`config.mk`:
```
export PLATFORM = sky130hd
export DESIGN_NAME = sobel_edge_ctrl
export DESIGN_NICKNAME = d
export VERILOG_FILES = /design/src/rtl/sobel_edge_ctrl.sv
export SDC_FILE = /design/constraint.sdc
export NUM_CORES = 2
export LEC_CHECK = 0
export BUFFER_PORTS_ARGS = -buffer_cell sky130_fd_sc_hd__buf_2
export CAP_MARGIN = 10
export CORE_MARGIN = 2
export CORE_UTILIZATION = 48
export CTS_BUF_LIST = sky130_fd_sc_hd__clkbuf_8
export CTS_CLUSTER_DIAMETER = 120
export CTS_CLUSTER_SIZE = 10
export DETAILED_ROUTE_END_ITERATION = 16
export GPL_TIMING_DRIVEN = 1
export PLACE_DENSITY_LB_ADDON = 0.3
export SYNTH_ARGS = -nofsm -noshare
export SYNTH_HDL_FRONTEND = slang
export SYNTH_SLANG_ARGS = --single-unit
```
`constraint.sdc`:
```
create_clock -name clk -period 11.5 [get_ports clk]
set_input_delay 2.3 -clock clk [delete_from_list [all_inputs] [get_ports clk]]
set_output_delay 2.3 -clock clk [all_outputs]
set_load 0.02 [all_outputs]
```
`src/rtl/sobel_edge_ctrl.sv`:
```
// Streaming 3x3 Sobel edge detector, one 8-bit pixel in per pi_flag, one edge pixel out per interior window.
// Latency: po_flag rises exactly 3 clk edges after the edge sampling the window's bottom-right pixel.
// Backpressure: none; pipeline free-runs every clk, input gaps simply propagate as po_flag=0 cycles.
// Optional build macro SOBEL_GRAY_OUT_EN: output saturated gradient magnitude instead of binary threshold.
module sobel_edge_ctrl #(
  parameter int          COLS      = 200,
  parameter int          ROWS      = 200,
  parameter logic [10:0] THRESHOLD = 11'd100,
  parameter logic [7:0]  EDGE_VAL  = 8'hFF,
  parameter logic [7:0]  BG_VAL    = 8'h00
) (
  input  logic       clk,
  input  logic       rst_n,
  input  logic       pi_flag,
  input  logic [7:0] pi_data,
  output logic       po_flag,
  output logic [7:0] po_rgb,
  output logic       po_eof
);

  localparam int CW = (COLS > 1) ? $clog2(COLS) : 1;
  localparam int RW = (ROWS > 1) ? $clog2(ROWS) : 1;
  localparam logic [CW-1:0] COL_LAST = CW'(COLS - 1);
  localparam logic [RW-1:0] ROW_LAST = RW'(ROWS - 1);

  logic [CW-1:0] col_cnt_q, col_cnt_d;
  logic [RW-1:0] row_cnt_q, row_cnt_d;

  // Line buffers: lb1 holds the previous row, lb2 the row before that.
  logic [7:0] lb1 [COLS];
  logic [7:0] lb2 [COLS];
  logic [7:0] lb1_rd, lb2_rd;

  // Window w_q[row][col], row 0 is the oldest row, col 2 the newest column.
  logic [7:0] w_q [3][3];
  logic       v0_q, eof0_q;

  logic signed [10:0] gx_q, gy_q, gx_d, gy_d;
  logic               v1_q, eof1_q;
  logic        [10:0] mag_q, mag_d;
  logic               v2_q, eof2_q;

  logic [10:0] px_pos, px_neg, py_pos, py_neg;
  logic [10:0] abs_x, abs_y;

  assign lb1_rd = lb1[col_cnt_q];
  assign lb2_rd = lb2[col_cnt_q];

  // Next raster position: column wraps at the row end, row wraps at the frame end.
  always_comb begin
    col_cnt_d = col_cnt_q;
    row_cnt_d = row_cnt_q;
    if (pi_flag) begin
      if (col_cnt_q == COL_LAST) begin
        col_cnt_d = '0;
        row_cnt_d = (row_cnt_q == ROW_LAST) ? '0 : row_cnt_q + 1'b1;
      end else begin
        col_cnt_d = col_cnt_q + 1'b1;
      end
    end
  end

  // Line buffer update: the column slot rolls down one row and takes the new pixel; no reset needed.
  always_ff @(posedge clk) begin
    if (pi_flag) begin
      lb2[col_cnt_q] <= lb1_rd;
      lb1[col_cnt_q] <= pi_data;
    end
  end

  // Raster counters, window shift and the window-valid / end-of-frame tags.
  always_ff @(posedge clk) begin
    if (!rst_n) begin
      col_cnt_q <= '0;
      row_cnt_q <= '0;
      v0_q      <= 1'b0;
      eof0_q    <= 1'b0;
      for (int r = 0; r < 3; r++)
        for (int c = 0; c < 3; c++)
          w_q[r][c] <= '0;
    end else begin
      col_cnt_q <= col_cnt_d;
      row_cnt_q <= row_cnt_d;
      // Windows touching the first two rows or columns are not interior and produce no output.
      v0_q   <= pi_flag && (row_cnt_q >= RW'(2)) && (col_cnt_q >= CW'(2));
      eof0_q <= pi_flag && (row_cnt_q >= RW'(2)) && (col_cnt_q >= CW'(2))
                && (row_cnt_q == ROW_LAST) && (col_cnt_q == COL_LAST);
      if (pi_flag) begin
        for (int r = 0; r < 3; r++) begin
          w_q[r][0] <= w_q[r][1];
          w_q[r][1] <= w_q[r][2];
        end
        w_q[0][2] <= lb2_rd;
        w_q[1][2] <= lb1_rd;
        w_q[2][2] <= pi_data;
      end
    end
  end

  // Sobel kernels as sums of non-negative terms; each sum is at most 1020 so 11 bits never overflow.
  always_comb begin
    px_pos = {3'b0, w_q[0][2]} + {2'b0, w_q[1][2], 1'b0} + {3'b0, w_q[2][2]};
    px_neg = {3'b0, w_q[0][0]} + {2'b0, w_q[1][0], 1'b0} + {3'b0, w_q[2][0]};
    py_pos = {3'b0, w_q[2][0]} + {2'b0, w_q[2][1], 1'b0} + {3'b0, w_q[2][2]};
    py_neg = {3'b0, w_q[0][0]} + {2'b0, w_q[0][1], 1'b0} + {3'b0, w_q[0][2]};
    gx_d   = signed'(px_pos - px_neg);
    gy_d   = signed'(py_pos - py_neg);
  end

  // Magnitude: |gx|+|gy| peaks at 2040, still inside 11 unsigned bits.
  always_comb begin
    abs_x = gx_q[10] ? 11'(-gx_q) : 11'(gx_q);
    abs_y = gy_q[10] ? 11'(-gy_q) : 11'(gy_q);
    mag_d = abs_x + abs_y;
  end

  // Three pipeline stages: gradients, magnitude, output decision; valid tags travel alongside.
  always_ff @(posedge clk) begin
    if (!rst_n) begin
      gx_q    <= '0;
      gy_q    <= '0;
      v1_q    <= 1'b0;
      eof1_q  <= 1'b0;
      mag_q   <= '0;
      v2_q    <= 1'b0;
      eof2_q  <= 1'b0;
      po_flag <= 1'b0;
      po_eof  <= 1'b0;
      po_rgb  <= BG_VAL;
    end else begin
      gx_q    <= gx_d;
      gy_q    <= gy_d;
      v1_q    <= v0_q;
      eof1_q  <= eof0_q;
      mag_q   <= mag_d;
      v2_q    <= v1_q;
      eof2_q  <= eof1_q;
      po_flag <= v2_q;
      po_eof  <= eof2_q;
      // po_rgb only changes on a valid beat so the display side sees a stable value between pulses.
      if (v2_q) begin
`ifdef SOBEL_GRAY_OUT_EN
        po_rgb <= (mag_q > 11'd255) ? 8'hFF : mag_q[7:0];
`else
        po_rgb <= (mag_q >= THRESHOLD) ? EDGE_VAL : BG_VAL;
`endif
      end
    end
  end

endmodule
```
After elaboration in Yosys (flattened, before gate mapping)
Memories as Yosys holds them, arrays and structs flattened. A register that Yosys moved wholly into a read port is not among the register bits.
Index checks and enable logic that the tools add are counted.
- order comparisons: 3
- mux-type cells: 23
- eq/ne operators: 2
- reduce and logical (&&, ||, !) cells: 5
- bitwise operators: 9
- add/subtract/negate cells: 15
- operators by type and width (kind ; count):
    $mux 8 ; 16
    $add 10x8->11 ; 4
    $add 8x9->10 ; 4
    $mux 11 ; 2
    $neg 11->11 ; 2
    $sub 11x11->11 ; 2
    $add 8x1->8 const B ; 2
    $eq 8x8->1 const B ; 2
    $ge 8x2->1 const B ; 2
    $add 11x11->11 ; 1
    $ge 11x7->1 const B ; 1
    $or 1x1->1 ; 9
    $mux 1 ; 5
    $logic_and 1x1->1 ; 4
    $reduce_and 2->1 ; 1
- bits in writable memories: 3272
- memories kept: 3
- output and inout bits: 10
- flip-flop bits (word level): 65
- bits of input ports: 11
- logic and storage cells: 74
- memories (memory ; depth ; bits a word ; read ports ; clocked after memory_dff ; wr ports ; RTL line ; text):
    lb1 ; 200 ; 8 ; 1 ; 1 ; 1 ; 30 ; logic [7:0] lb1 [COLS];
    lb2 ; 200 ; 8 ; 1 ; 1 ; 1 ; 31 ; logic [7:0] lb2 [COLS];
    w_q ; 3 ; 24 ; 3 ; 0 ; 3 ; 35 ; logic [7:0] w_q [3][3];

Depth between registers and ports, before layout
- word-level depth: 5
- mapped depth: 16
- mapped depth without buffers: 16

Worst setup path after synthesis
Ideal clock, no wire load.
- path type: register to register
- from: register (tool-made name)
- to: memory lb2[0][1], data pin
- library setup time: 1.859 ns
- path buffers: 5
- arrival: 10.061 ns
- required time: 9.641 ns
- clock period less this slack: 11.920 ns
- slack: -0.420 ns
- stages on the path, launching flop included: 11
- cells stage by stage: dfxtp_1 > buf_6 > buf_6 > buf_4 > buf_4 > buf_4 > inv_2 > mux2i_1 > nor3_1 > nor4_1 > a221oi_1
- RTL lines (what ; RTL line):
    end: declaration ; 31

==> flow_summary.toml <==
[timing]
min_period_over_period_pct = 56.7
fmax_mhz = 153
post-route-min-period_ns = 6.52
setup_ws_ns = 4.98
fin_setup_tns_ns = 0
hold_violations = 0
max-slew-margin-rel_pct = 5.28
rsz0062_at_grt = "false"
skew_ns = 0.136
drv_slew = 0
finalSetupViolCount = 0
worst_slew_pin_slew_ns = 1.42

[synth]
synth.cell_area_sq_mm = 0.131
synth_ff_type = "edfxtp_1"
yosysSeqAreaShare_pct = 76.2
netlist_top_cells_count = "edfxtp_1, mux4_2, nor2_1, nand2_1, inv_1"
synth_area_leaders = "edfxtp_1, mux4_2, dfxtp_1, mux2i_1, fa_1"
synth.avg_cell_area_sq_um = 21.6
syn_inst = 6059
synth_top_area_cell = "edfxtp_1"
synth_edf_count = 3272
async_flop_share_pct = 0
yosysWarnings = 0
synth_nets = 6175
post-synth-top-count-cell = "edfxtp_1"
synth_top_area_share_pct = 75.2
synth-seq-cells = 3336
ys_types = 76

[finish]
fin_cells = 10100
final_cell_area_sq_mm = 0.142
fin_nets = 6557
syn_to_final_growth_pct = 8.79
drive_gt1_share_pct = 26.3

[critical_path]
worstReg2RegEnd = "lb2[57][7]$_DFFE_PP_"
cp.arrival_ns = 7.12
start_kind = "register"
critical_path_class = "reg2reg"
required_ns = 12.11
reg2reg_slack_ns = 4.98
path_max_fanout = 101
reg2reg_depth = 8
worst_setup_path_end_kind = "register"

[drt]
wirelength_microns = 350000
drcViolationCount = 0
viasPerCell = 6.44
vias = 65000
drt-initial-drc-count = 9361
wl_per_cell_microns = 34.7
ant_nets = 0
dr.pass1.iters = 8

[global_route]
overflow = 0
grt_use_total_pct = 25.1
antenna_found_initial = 16
grt_pass1_wl_microns = 491000
grt_start_max_net_pins = 123
grt_pass1_vias = 64400

[clock_tree]
clockBufferDepth = 4
cts_buffers = 375
cts_setup_buffers = 0
insertion_delay_ns = 1.10
hold_buffers = 0
root_buffer = "clkbuf_8"
cts_max_level = 5
clk_pin_slew_ns = 0.08
cts_sinks = 3336
cts_tree = "done"
cts.repair.resized = 0

[placement]
post-place-ws_ns = 5.03
place_area_sq_mm = 0.136
port_buffers = 20
routabilityCongestion = 0.875
dpl.hpwl_microns = 206000
dp_cells = 9627

[floorplan]
die_x_microns = 526
die_h_microns = 526
core_sq_mm = 0.271
rows = 191
die_area_sq_mm = 0.276
start_util_pct = 48.3
ios = 21

[power_and_ir_drop]
power_leakage_nw = 43.6
p_per_area_mw_per_mm2 = 161
peakVddDrop_v = 0.0000832

[run]
cap_violations = 0

[hold_path]
whs_endpoint = "po_eof$_SDFF_PN0_"
min_path_cells = 1
min_from = "eof2_q$_SDFF_PN0_"
min_path_type = "reg2reg"

[outcome]
status = "finished clean"
-- sequential cells by signal, indices dropped and copies added, names as in the netlist, named ones only --
signal and count:
mag_q 9, gy_q 11, eof1_q 1, v0_q 1, lb2 1600, po_eof 1
po_rgb 1, po_flag 1, v2_q 1, v1_q 1, gx_q 11, w_q 72
lb1 1600, row_cnt_q 8, eof2_q 1, col_cnt_q 8, eof0_q 1
-- worst max path at each step --
stage | startpoint | endpoint | cells after the start
final | register | lb2[57][7]$_DFFE_PP_ | 8
after global routing | register | lb2[49][7]$_DFFE_PP_ | 8
after CTS | register | lb2[51][0]$_DFFE_PP_ | 11
after detailed placement | register | lb2[110][0]$_DFFE_PP_ | 11
after global placement | register | lb2[104][0]$_DFFE_PP_ | 11
after floorplan | register | lb2[0][6]$_DFFE_PP_ | 9
-- cells in the final DEF, fill, tap and decap left out, types with 57 or more instances in the layout --
cell type | Yosys | layout
nor2_2 | 0 | 68
clkbuf_8 | 0 | 379
dfxtp_1 | 64 | 57
nor2_1 | 310 | 239
inv_1 | 135 | 194
mux2i_1 | 128 | 127
a22oi_1 | 73 | 73
edfxtp_1 | 3272 | 3272
fa_1 | 63 | 63
nand2_1 | 151 | 149
buf_4 | 75 | 291
mux4_2 | 854 | 854
-- power by group --
group | switching, mW | internal (mW) | total (mW) | leakage (nW)
Combinational | 1.38 | 0.886 | 2.26 | 10.4
Clock | 3.98 | 2.98 | 6.96 | 3.12
Sequential | 0.0641 | 13.6 | 13.7 | 30.1
Total | 5.42 | 17.5 | 22.9 | 43.6
-- routing by layer --
layer / GRT usage, % / vias up / wire length, microns
met5: 0 / - / 87
met4: 10.8 / 12 / 16200
met3: 6.28 / 704 / 40700
met2: 37.8 / 3937 / 160000
met1: 35.2 / 34800 / 133000
li1: - / 25600 / -
-- stage by stage --
step / power [mW] / utilization, % / hold WS, ns
finish: 22.9 / 52.5 / 0.441
global route: 23.7 / 52.5 / 0.465
CTS: 23.0 / 52.5 / 0.443
detailed placement: 16.2 / 50.4 / 0.426
global placement: 16.2 / 50.4 / 0.426
floorplan: 15.5 / - / 0.412
-- worst max-delay path, cell delays in order (launching register included) --
cell	delay [ns]
dfxtp_4	0.76
buf_4	0.90
buf_4	0.74
mux4_2	0.33
mux4_2	0.28
a21oi_1	0.08
a21oi_1	0.87
a22o_4	0.91
buf_4	0.87
-- cell type report --
class	count	area, sq um
Clock inverter	77	409
Tap cell	3570	4470
Timing Repair Buffer	338	2790
Fill cell	20600	129000
Sequential cell	3336	99600
Multi-Input combinational cell	2250	29200
Inverter	140	526
Antenna cell	6	15.0
Clock buffer	379	5220
-- kinds of logic after synthesis --
logic type | after synthesis | synth area share [%]
AOI/OAI and AO/OA | 391 | 2.11
xor gates and xnor gates | 43 | 0.288
adders and majority gates | 105 | 1.37
buffers and inverters | 473 | 1.76
DFF | 3336 | 76.2
muxes | 994 | 15.8
and+or+nand+nor | 717 | 2.52
(Power assumes the default switching activity.)
